$ cat src/rtl/lib_arbiter_pkg.sv
// lib_arbiter_pkg: shared types and defaults for the row arbiter hierarchy
package lib_arbiter_pkg;
  typedef enum logic [1:0] {IDLE, ARB, WAIT_GNT, SEND} rowreq_state_t;
  localparam int ROWREQ_CNT_W_DEF = 3;
endpackage

$ cat src/rtl/row_pending_cnt.sv
// row_pending_cnt: saturating inc/dec pending counter with overflow pulse
module row_pending_cnt import lib_arbiter_pkg::*; #(
  parameter int W = ROWREQ_CNT_W_DEF
) (
  input  logic         clk_i,
  input  logic         reset_n_i,
  input  logic         inc,
  input  logic         dec,
  output logic [W-1:0] cnt,
  output logic         ovf
);
  localparam logic [W-1:0] MAX = '1;
  assign ovf = inc & ~dec & (cnt == MAX);
  always_ff @(posedge clk_i or negedge reset_n_i) begin
    if (!reset_n_i) cnt <= '0;
    else if (inc && !dec && cnt != MAX) cnt <= cnt + 1'b1;
    else if (dec && !inc && cnt != '0) cnt <= cnt - 1'b1;
  end
endmodule

$ cat src/rtl/row_event_requester.sv
// row_event_requester: per-row event accumulation, arbiter sequencing, address-event output.
// Define ROWREQ_GNT_CHECK_EN to add grant-protocol checking and the sticky err_o flag.
module row_event_requester import lib_arbiter_pkg::*; #(
  parameter int Lvl_ROWS    = 4,
  parameter int Lvl_ROW_ADD = 2,
  parameter int EVT_CNT_W   = ROWREQ_CNT_W_DEF
) (
  input  logic                   clk_i,
  input  logic                   reset_n_i,
  input  logic [Lvl_ROWS-1:0]    event_i,
  output logic [Lvl_ROWS-1:0]    req_o,
  input  logic [Lvl_ROWS-1:0]    gnt_i,
  output logic                   arb_en_o,
  output logic                   refresh_o,
  output logic                   evt_valid_o,
  input  logic                   evt_ready_i,
  output logic [Lvl_ROW_ADD-1:0] evt_row_o,
  output logic                   overflow_o
`ifdef ROWREQ_GNT_CHECK_EN
  ,
  output logic                   err_o
`endif
);
  logic [EVT_CNT_W-1:0]   cnt [Lvl_ROWS];
  logic [Lvl_ROWS-1:0]    ovf, dec;
  logic [Lvl_ROW_ADD-1:0] gnt_idx;
  logic                   gnt_ok, refresh_done;
  rowreq_state_t          state;

  for (genvar i = 0; i < Lvl_ROWS; i++) begin : g_row
    row_pending_cnt #(.W(EVT_CNT_W)) u_cnt (
      .clk_i    (clk_i),
      .reset_n_i(reset_n_i),
      .inc      (event_i[i]),
      .dec      (dec[i]),
      .cnt      (cnt[i]),
      .ovf      (ovf[i])
    );
    assign req_o[i] = |cnt[i];
    assign dec[i]   = evt_valid_o & evt_ready_i & (evt_row_o == Lvl_ROW_ADD'(i));
  end

  // lowest set bit wins, so a malformed grant still maps to a defined row
  always_comb begin
    gnt_idx = '0;
    for (int r = Lvl_ROWS - 1; r >= 0; r--) if (gnt_i[r]) gnt_idx = Lvl_ROW_ADD'(r);
  end

`ifdef ROWREQ_GNT_CHECK_EN
  assign gnt_ok = $onehot(gnt_i) && req_o[gnt_idx];
`else
  assign gnt_ok = |gnt_i;
`endif

  always_ff @(posedge clk_i or negedge reset_n_i) begin
    if (!reset_n_i) begin
      state        <= IDLE;
      refresh_done <= 1'b0;
      arb_en_o     <= 1'b0;
      refresh_o    <= 1'b0;
      evt_valid_o  <= 1'b0;
      evt_row_o    <= '0;
    end else begin
      arb_en_o  <= 1'b0;
      refresh_o <= 1'b0;
      case (state)
        IDLE:
          if (|req_o) begin
            state        <= ARB;
            arb_en_o     <= 1'b1;
            refresh_done <= 1'b0;
          end else if (!refresh_done) begin
            refresh_o    <= 1'b1;
            refresh_done <= 1'b1;
          end
        ARB: state <= WAIT_GNT;
        WAIT_GNT: begin
          evt_row_o   <= gnt_idx;
          evt_valid_o <= gnt_ok;
          state       <= gnt_ok ? SEND : IDLE;
        end
        SEND:
          if (evt_ready_i) begin
            evt_valid_o <= 1'b0;
            state       <= IDLE;
          end
        default: state <= IDLE;
      endcase
    end
  end

  always_ff @(posedge clk_i or negedge reset_n_i) begin
    if (!reset_n_i) begin
      overflow_o <= 1'b0;
`ifdef ROWREQ_GNT_CHECK_EN
      err_o      <= 1'b0;
`endif
    end else begin
      overflow_o <= overflow_o | (|ovf);
`ifdef ROWREQ_GNT_CHECK_EN
      err_o      <= err_o | (state == WAIT_GNT && !gnt_ok);
`endif
    end
  end
endmodule

$ cat config.mk
export PLATFORM = sky130hd
export DESIGN_NAME = row_event_requester
export DESIGN_NICKNAME = d
export VERILOG_FILES = /design/src/rtl/lib_arbiter_pkg.sv /design/src/rtl/row_pending_cnt.sv /design/src/rtl/row_event_requester.sv
export SDC_FILE = /design/constraint.sdc
export NUM_CORES = 1
export LEC_CHECK = 0
export CAP_MARGIN = 40
export CORE_MARGIN = 5
export CORE_UTILIZATION = 54
export CTS_CLUSTER_DIAMETER = 100
export DETAILED_ROUTE_END_ITERATION = 7
export PLACE_DENSITY = 0.78
export SYNTH_ARGS = -nofsm -noshare
export SYNTH_HDL_FRONTEND = slang
export SYNTH_SLANG_ARGS = --single-unit
$ cat constraint.sdc
create_clock -name clk_i -period 2.5 [get_ports clk_i]
set_input_delay 0.25 -clock clk_i [delete_from_list [all_inputs] [get_ports clk_i]]
set_output_delay 0.25 -clock clk_i [all_outputs]
set_load 0.05 [all_outputs]
==> tab_implementation.tex, run 1 <==
\begin{tabular}{lr}
\hline
Metric & Value \\
\hline
\multicolumn{2}{l}{\textbf{Run}} \\
Max Cap Viol & 0 \\
\multicolumn{2}{l}{\textbf{Placed design}} \\
Post-placement setup slack & around 0.11 ns \\
Routability congestion estimate & 0.880 \\
Detailed placement HPWL & 2680 um \\
Buffers added on ports & 20 \\
Placed cell area & 0.00179 mm\^{}2 \\
\multicolumn{2}{l}{\textbf{Power and ir drop}} \\
Worst IR Drop VDD & 0.825 mV \\
Cell leakage power & roughly 0.75 nW \\
Pwr/cell area & 1330 mW/mm\^{}2 \\
\multicolumn{2}{l}{\textbf{Die}} \\
Number of standard-cell rows in the floorplan & 19 \\
\# IOs & 21 \\
Starting density of the core & 0.559 \\
Area of the core region & around 0.0027 mm\^{}2 \\
Die height & 63.2 um \\
Die extent in x & 63.2 um \\
Total die area & 0.00399 mm\^{}2 \\
\multicolumn{2}{l}{\textbf{Clock tree}} \\
Hold buffer count at CTS & 0 \\
Postcts setup bufs & 0 \\
CTS tree & done \\
Deepest level of the CTS H-tree & 1 \\
Post-CTS resize count & 0 \\
Clk slew on worst S/H paths & 0.13 ns \\
Root buffer cell & sky130\_fd\_sc\_hd\_\_clkbuf\_4 \\
CTS Buffer Depth & 2 \\
Total clock buffers created by CTS & 3 \\
Clock latency on the worst-skew pair & roughly 0.31 ns \\
Clock Sink Count & 21 \\
\multicolumn{2}{l}{\textbf{Synth}} \\
Sequential fraction of the synthesis area & 0.344 \\
Post-Synthesis Cells & 183 \\
EDFF count, synth & 0 \\
Mapped cell area & 0.00153 mm\^{}2 \\
Async set-reset flop share out of synthesis & 1.00 \\
Cell accounting for the most synthesized area & sky130\_fd\_sc\_hd\_\_dfrtp\_1 \\
Yosys synthesis warning count & 0 \\
Number of synthesized register bits & 21 \\
Synthesized Nets & 198 \\
Most area-consuming cells after synthesis & sky130\_fd\_sc\_hd\_\_dfrtp\_1 (34\%), sky130\_fd\_sc\_hd\_\_fa\_1 (5.2\%), sky130\_fd\_sc\_hd\_\_a211oi\_1 (4.4\%) \\
Most used flip-flop cell after synthesis & sky130\_fd\_sc\_hd\_\_dfrtp\_1 \\
Fraction of post-synthesis cell area in the top cell type by area & 0.344 \\
Post-Syn Area per Cell & 8.35 um\^{}2 \\
Unique masters post-synth & 41 \\
\multicolumn{2}{l}{\textbf{Timing}} \\
Share of the clock period used by the worst path after layout & 0.902 \\
Smallest hold slack & between 0.2 and 0.3 ns \\
Final setup violation count & 0 \\
Worst-margin pin slew & 0.502 ns \\
Skew final & 0.00401 ns \\
Unrepaired setup endpoints after global routing & no \\
Hold violation total from the final report & 0 \\
Worst slew margin relative to its limit & 0.665 \\
Highest achievable clock rate & 444 MHz \\
Post-layout minimum cycle time & 2.25 ns \\
Fin. max-slew vios & 0 \\
Setup total negative slack & 0 ns \\
PnR worst setup slack & 0.246 ns \\
\multicolumn{2}{l}{\textbf{Cells and area}} \\
Final Cell Area & 0.00182 mm\^{}2 \\
Diode insertion count for antenna repair & 0 \\
Most frequent standard cell in the layout excluding fill and tap cells & sky130\_fd\_sc\_hd\_\_clkdlybuf4s50\_1 \\
Multi-input gate area in the final layout & 908 um\^{}2 \\
Area of all sequential standard cells & 529 um\^{}2 \\
Most frequent cells in the layout & sky130\_fd\_sc\_hd\_\_clkdlybuf4s50\_1 (20), sky130\_fd\_sc\_hd\_\_nor2\_1 (18), sky130\_fd\_sc\_hd\_\_dfrtp\_1 (18), sky130\_fd\_sc\_hd\_\_nand2\_1 (13), sky130\_fd\_sc\_hd\_\_buf\_4 (11) \\
Fillers & 227 \\
Post-layout utilization of the core & 0.665 \\
Signed area change from the synthesized netlist to the final layout & 18.9\% \\
Final-stage net count & 220 \\
Fraction of final layout cells sized beyond drive strength 1 & 0.127 \\
\multicolumn{2}{l}{\textbf{Critical path}} \\
Endpoint required time on the critical path & 2.25 ns \\
WP data arrival & 2.00 ns \\
Crit Path Max Fanout & 9 \\
Startpoint of the worst-slack reg-to-reg timing path & g\_row[3].u\_cnt.cnt[1] \\
Type of the worst setup path & reg2out \\
Capture point of the worst reg-to-reg path & g\_row[3].u\_cnt.cnt[2] \\
Worst setup slack for register-to-register paths & 0.30 ns \\
Nature of the critical path startpoint & register \\
Worst R2R Path Depth & 6 \\
Endpoint class of the critical path & output pin \\
\multicolumn{2}{l}{\textbf{Status}} \\
Status & completed \\
\multicolumn{2}{l}{\textbf{GRT}} \\
First-pass GRT wire length & between 6000 and 7000 um \\
Overall overflow remaining after global route & 0 \\
Maximum number of pins on one net before global-route repair & 22 \\
GRT Util Overall & 0.186 \\
Vias in the first global route & between 1k and 1.5k \\
Antenna violations before repair & 0 \\
\multicolumn{2}{l}{\textbf{Worst hold path}} \\
Class of the most critical hold timing path & in2async \\
\multicolumn{2}{l}{\textbf{Routing}} \\
DRC violations left & 0 \\
Starting DRT DRC Count & 132 \\
Post-detailed-route count of antenna-violating nets & 0 \\
Avg Vias per Cell & 6.18 \\
Number of detailed-routing iterations run before antenna repair & 4 \\
Total number of vias & 1452 \\
Avg WL per Cell & between 15 and 20 um \\
Total routed wirelength & roughly 3600 um \\
\hline
\end{tabular}
## worst max path at each step
| stage | from | to | slack [ns] | cells past startpoint |
|---|---|---|---|---|
| after floorplan | evt_row_o[0] | g_row[0].u_cnt.cnt[2] | 0.07 | 8 |
| after global placement | evt_ready_i | g_row[0].u_cnt.cnt[2] | 0.18 | 8 |
| after detailed placement | evt_ready_i | g_row[0].u_cnt.cnt[2] | 0.11 | 8 |
| after CTS | g_row[3].u_cnt.cnt[0] | req_o[3] | 0.24 | 3 |
| after global routing | evt_row_o[0] | g_row[0].u_cnt.cnt[2] | 0.18 | 7 |
| final | g_row[3].u_cnt.cnt[0] | req_o[3] | 0.25 | 3 |
## per-layer routing
layer / track usage / vias up / wire, um
li1: - / 719 / -
met1: 0.242 / 702 / 1560
met2: 0.318 / 25 / 1870
met3: 0.0249 / 6 / 117
met4: 0.0623 / 0 / 53
met5: 0 / - / 0
## stage by stage
step                      cells  total power [mW]
after global routing        235              2.63
after CTS                   235              2.42
after detailed placement    231              2.24
after global placement      231              2.15
final                       235              2.43
after floorplan             183              1.86
## cell type report
cell class	instances	area share
Sequential cell	21	0.291
Clock buffer	3	0.0124
Tap cell	31	0.0213
Inverter	8	0.0165
Multi-Input combinational cell	140	0.500
Clock inverter	1	0.00275
Timing Repair Buffer	31	0.156
## critical path, stage by stage, from the launching register on
cell	delay, ns
sky130_fd_sc_hd__dfrtp_1	0.40
sky130_fd_sc_hd__buf_4	0.17
sky130_fd_sc_hd__or3_1	0.40
sky130_fd_sc_hd__clkdlybuf4s50_1	0.73
## synthesized netlist by cell type, types with 4 or more instances
| cell | instances |
|---|---|
| sky130_fd_sc_hd__inv_1 | 8 |
| sky130_fd_sc_hd__o22ai_1 | 8 |
| sky130_fd_sc_hd__a211oi_1 | 9 |
| sky130_fd_sc_hd__nand3_1 | 9 |
| sky130_fd_sc_hd__or3_1 | 7 |
| sky130_fd_sc_hd__a31oi_1 | 6 |
| sky130_fd_sc_hd__nor3_1 | 9 |
| sky130_fd_sc_hd__nor2_1 | 18 |
| sky130_fd_sc_hd__o21ai_0 | 9 |
| sky130_fd_sc_hd__nand2_1 | 13 |
| sky130_fd_sc_hd__clkbuf_1 | 10 |
| sky130_fd_sc_hd__a21oi_1 | 8 |
| sky130_fd_sc_hd__fa_1 | 4 |
| sky130_fd_sc_hd__nand3b_1 | 4 |
| sky130_fd_sc_hd__dfrtp_1 | 21 |
## logic make-up (layout without fill, tap and decap cells)
group | Yosys count | after routing | synth area share
xor+xnor | 3 | 3 | 0.0172
compound gates | 51 | 51 | 0.217
flops | 21 | 21 | 0.344
simple gates | 78 | 78 | 0.279
buf+inv | 22 | 43 | 0.0614
fa+ha+maj | 4 | 4 | 0.0524
mux | 4 | 4 | 0.0287
## state kept, by name (all words and copies together) (netlist names)
signal and count:
g_row.u_cnt.cnt 12, evt_row_o 2, state 2, arb_en_o 1, evt_valid_o 1, overflow_o 1
refresh_done 1, refresh_o 1
## where the power goes
part / switching [mW] / internal (mW) / leakage [nW]
registers: 0.281 / 0.500 / 0.249
logic: 0.813 / 0.654 / 0.481
clock network: 0.116 / 0.0599 / 0.0177
No activity file was read; power rests on OpenSTA's default activity.
==> run 2, diff against run 1 <==
Settings changed: SLEW_MARGIN from default to 15.
==> results of run 2 <==
Final layout, timing and power as in run 1 (identical DEF).
==> run 3, diff against run 2 <==
Settings changed: CORE_ASPECT_RATIO from default to 1.75.
==> run 3 against run 2 <==
Effect of this change:
- worst hold slack improved by 0.16 ns
- final cell count decreased by 1.7%
- register-to-register slack about the same
- fmax increased by 2.5%
- sequential share of layout area decreased by 0.20 points
- non-clock buffer count unchanged
- global-route usage increased by 1.0 points
- design area increased by 0.69%
- clock skew decreased by 0.0026 ns
- power increased by 0.67%
- sequential cell count unchanged
- critical path type is now reg2reg
==> tab_implementation.tex, run 3 (same netlist as run 1, synthesis figures left out) <==
\begin{tabular}{lr}
\hline
Metric & Value \\
\hline
\multicolumn{2}{l}{\textbf{Routing}} \\
Post-detailed-route count of antenna-violating nets & 0 \\
Number of detailed-routing iterations run before antenna repair & 4 \\
Avg WL per Cell & 15.2 um \\
DRC violations left & 0 \\
Starting DRT DRC Count & 44 \\
Routed metal-1 wire length & 1460 um \\
Total routed wirelength & 3520 um \\
Met2 Wirelength & about 1800 um \\
Met3 WL & 185 um \\
Top metal layer carrying routed signals & met4 \\
Avg Vias per Cell & 6.40 \\
Total number of vias & 1478 \\
\multicolumn{2}{l}{\textbf{Die}} \\
\# IOs & 21 \\
Total die area & 0.00403 mm\^{}2 \\
Area of the core region & 0.00272 mm\^{}2 \\
Die height & around 80 um \\
Starting density of the core & 0.561 \\
Number of standard-cell rows in the floorplan & 25 \\
Die extent in x & around 50 um \\
\multicolumn{2}{l}{\textbf{Power and ir drop}} \\
Cell internal pwr & 1.26 mW \\
Combinational power share & 0.586 \\
Clock network fraction of design power & 0.094 \\
Pwr/cell area & 1330 mW/mm\^{}2 \\
Worst IR Drop VDD & 0.959 mV \\
Switching Fraction & 0.483 \\
Sequential share of power & 0.321 \\
Net switching power of the design & about 1.2 mW \\
Cell leakage power & 0.753 nW \\
\multicolumn{2}{l}{\textbf{Clock tree}} \\
Root buffer cell & sky130\_fd\_sc\_hd\_\_clkbuf\_8 \\
Postcts setup bufs & 0 \\
Clk slew on worst S/H paths & about 0.08 ns \\
Post-CTS resize count & 0 \\
Hold buffer count at CTS & 0 \\
CTS tree & done \\
Clock latency on the worst-skew pair & 0.26 ns \\
Total clock buffers created by CTS & 3 \\
Deepest level of the CTS H-tree & 1 \\
CTS Buffer Depth & 2 \\
Clock Sink Count & 21 \\
\multicolumn{2}{l}{\textbf{GRT}} \\
Vias in the first global route & $\sim$1.5k \\
Maximum number of pins on one net before global-route repair & 16 \\
GRT Util Overall & 0.197 \\
Antenna violations before repair & 0 \\
Overall overflow remaining after global route & 0 \\
First-pass GRT wire length & roughly 6400 um \\
\multicolumn{2}{l}{\textbf{Timing}} \\
Smallest hold slack & 0.422 ns \\
Skew final & 0.00138 ns \\
Highest achievable clock rate & 455 MHz \\
Post-layout minimum cycle time & roughly 2.2 ns \\
Worst-margin pin slew & 0.731 ns \\
Fin. max-slew vios & 0 \\
Final setup violation count & 0 \\
Hold violation total from the final report & 0 \\
Share of the clock period used by the worst path after layout & 0.880 \\
Setup total negative slack & 0 ns \\
Worst slew margin relative to its limit & 0.511 \\
Unrepaired setup endpoints after global routing & no \\
\multicolumn{2}{l}{\textbf{Cells and area}} \\
Signed area change from the synthesized netlist to the final layout & 19.7\% \\
Diode insertion count for antenna repair & 0 \\
Most frequent cells in the layout & sky130\_fd\_sc\_hd\_\_clkdlybuf4s50\_1 (20), sky130\_fd\_sc\_hd\_\_nor2\_1 (18), sky130\_fd\_sc\_hd\_\_dfrtp\_1 (18), sky130\_fd\_sc\_hd\_\_nand2\_1 (13), sky130\_fd\_sc\_hd\_\_buf\_4 (11) \\
Most frequent standard cell in the layout excluding fill and tap cells & sky130\_fd\_sc\_hd\_\_clkdlybuf4s50\_1 \\
Fraction of final layout cells sized beyond drive strength 1 & 0.123 \\
Fillers & 224 \\
Flip-flop count of the largest register, all copies and words added & 12 \\
Registers with the most flip-flops & g\_row.u\_cnt.cnt x12, evt\_row\_o x2, state x2 \\
Final-stage net count & 220 \\
Biggest register & g\_row.u\_cnt.cnt \\
\multicolumn{2}{l}{\textbf{Status}} \\
Status & completed \\
\multicolumn{2}{l}{\textbf{Critical path}} \\
Crit Path Max Fanout & 10 \\
Type of the worst setup path & reg2reg \\
Endpoint class of the critical path & register \\
WP data arrival & $\sim$2.4 ns \\
Startpoint of the worst-slack reg-to-reg timing path & g\_row[3].u\_cnt.cnt[1] \\
Worst setup slack for register-to-register paths & roughly 0.30 ns \\
Capture point of the worst reg-to-reg path & g\_row[3].u\_cnt.cnt[2] \\
Nature of the critical path startpoint & register \\
Worst R2R Path Depth & 6 \\
Endpoint required time on the critical path & 2.67 ns \\
\multicolumn{2}{l}{\textbf{Placed design}} \\
Buffers added on ports & 20 \\
Detailed placement HPWL & 2720 um \\
Routability congestion estimate & approximately 0.85 \\
\multicolumn{2}{l}{\textbf{Run}} \\
Max Cap Viol & 0 \\
\multicolumn{2}{l}{\textbf{Worst hold path}} \\
Class of the most critical hold timing path & in2async \\
\hline
\end{tabular}
run 3: layout make-up:
cell class / count / area, um^2 / share of cell area
Inverter: 8 / 30.0 / 0.0164
Timing Repair Buffer: 31 / 283 / 0.155
Clock buffer: 4 / 45.0 / 0.0246
Tap cell: 27 / 33.8 / 0.0185
Multi-Input combinational cell: 140 / 908 / 0.497
Sequential cell: 21 / 529 / 0.289
run 3: power by group through the flow:
stage,Sequential [mW],Combinational [mW],Clock (mW)
2_1_floorplan,0.772,1.09,0
3_3_place_gp,0.769,1.37,0
3_5_place_dp,0.784,1.43,0
4_1_cts,0.777,1.44,0.232
5_1_grt,0.828,1.61,0.252
6_report,0.783,1.43,0.229
run 3: worst max-delay path by stage:
stage / start / endpoint / cells after the start
4_1_cts: g_row[3].u_cnt.cnt[1] / g_row[3].u_cnt.cnt[2] / 6
5_1_grt: g_row[3].u_cnt.cnt[1] / g_row[3].u_cnt.cnt[2] / 6
3_5_place_dp: evt_ready_i / g_row[2].u_cnt.cnt[2] / 8
2_1_floorplan: evt_row_o[0] / g_row[0].u_cnt.cnt[2] / 8
6_report: g_row[3].u_cnt.cnt[1] / g_row[3].u_cnt.cnt[2] / 6
3_3_place_gp: evt_ready_i / g_row[0].u_cnt.cnt[2] / 8
run 3: worst max-delay path: stages, from the launching register on:
cell                       delay [ns]
sky130_fd_sc_hd__dfrtp_1         0.49
sky130_fd_sc_hd__and3_1          0.25
sky130_fd_sc_hd__nand3b_1        0.17
sky130_fd_sc_hd__fa_1            0.42
sky130_fd_sc_hd__or3_1           0.37
sky130_fd_sc_hd__and3b_1         0.19
sky130_fd_sc_hd__a211oi_1        0.21
run 3: routing by layer:
layer	GRT usage	up-vias
met3	0.0297	8
met1	0.237	700
met5	0	-
met4	0.110	0
li1	-	721
met2	0.325	49
run 3: metrics by stage:
stage | util | setup slack, ns | area [um^2] | cells | power (mW)
2_1_floorplan | - | 0.0655 | 1530 | 183 | 1.86
3_3_place_gp | 0.656 | 0.194 | 1780 | 227 | 2.14
3_5_place_dp | 0.656 | 0.124 | 1780 | 227 | 2.22
4_1_cts | 0.672 | 0.296 | 1830 | 231 | 2.45
5_1_grt | 0.672 | 0.180 | 1830 | 231 | 2.68
6_report | 0.672 | 0.301 | 1830 | 231 | 2.44
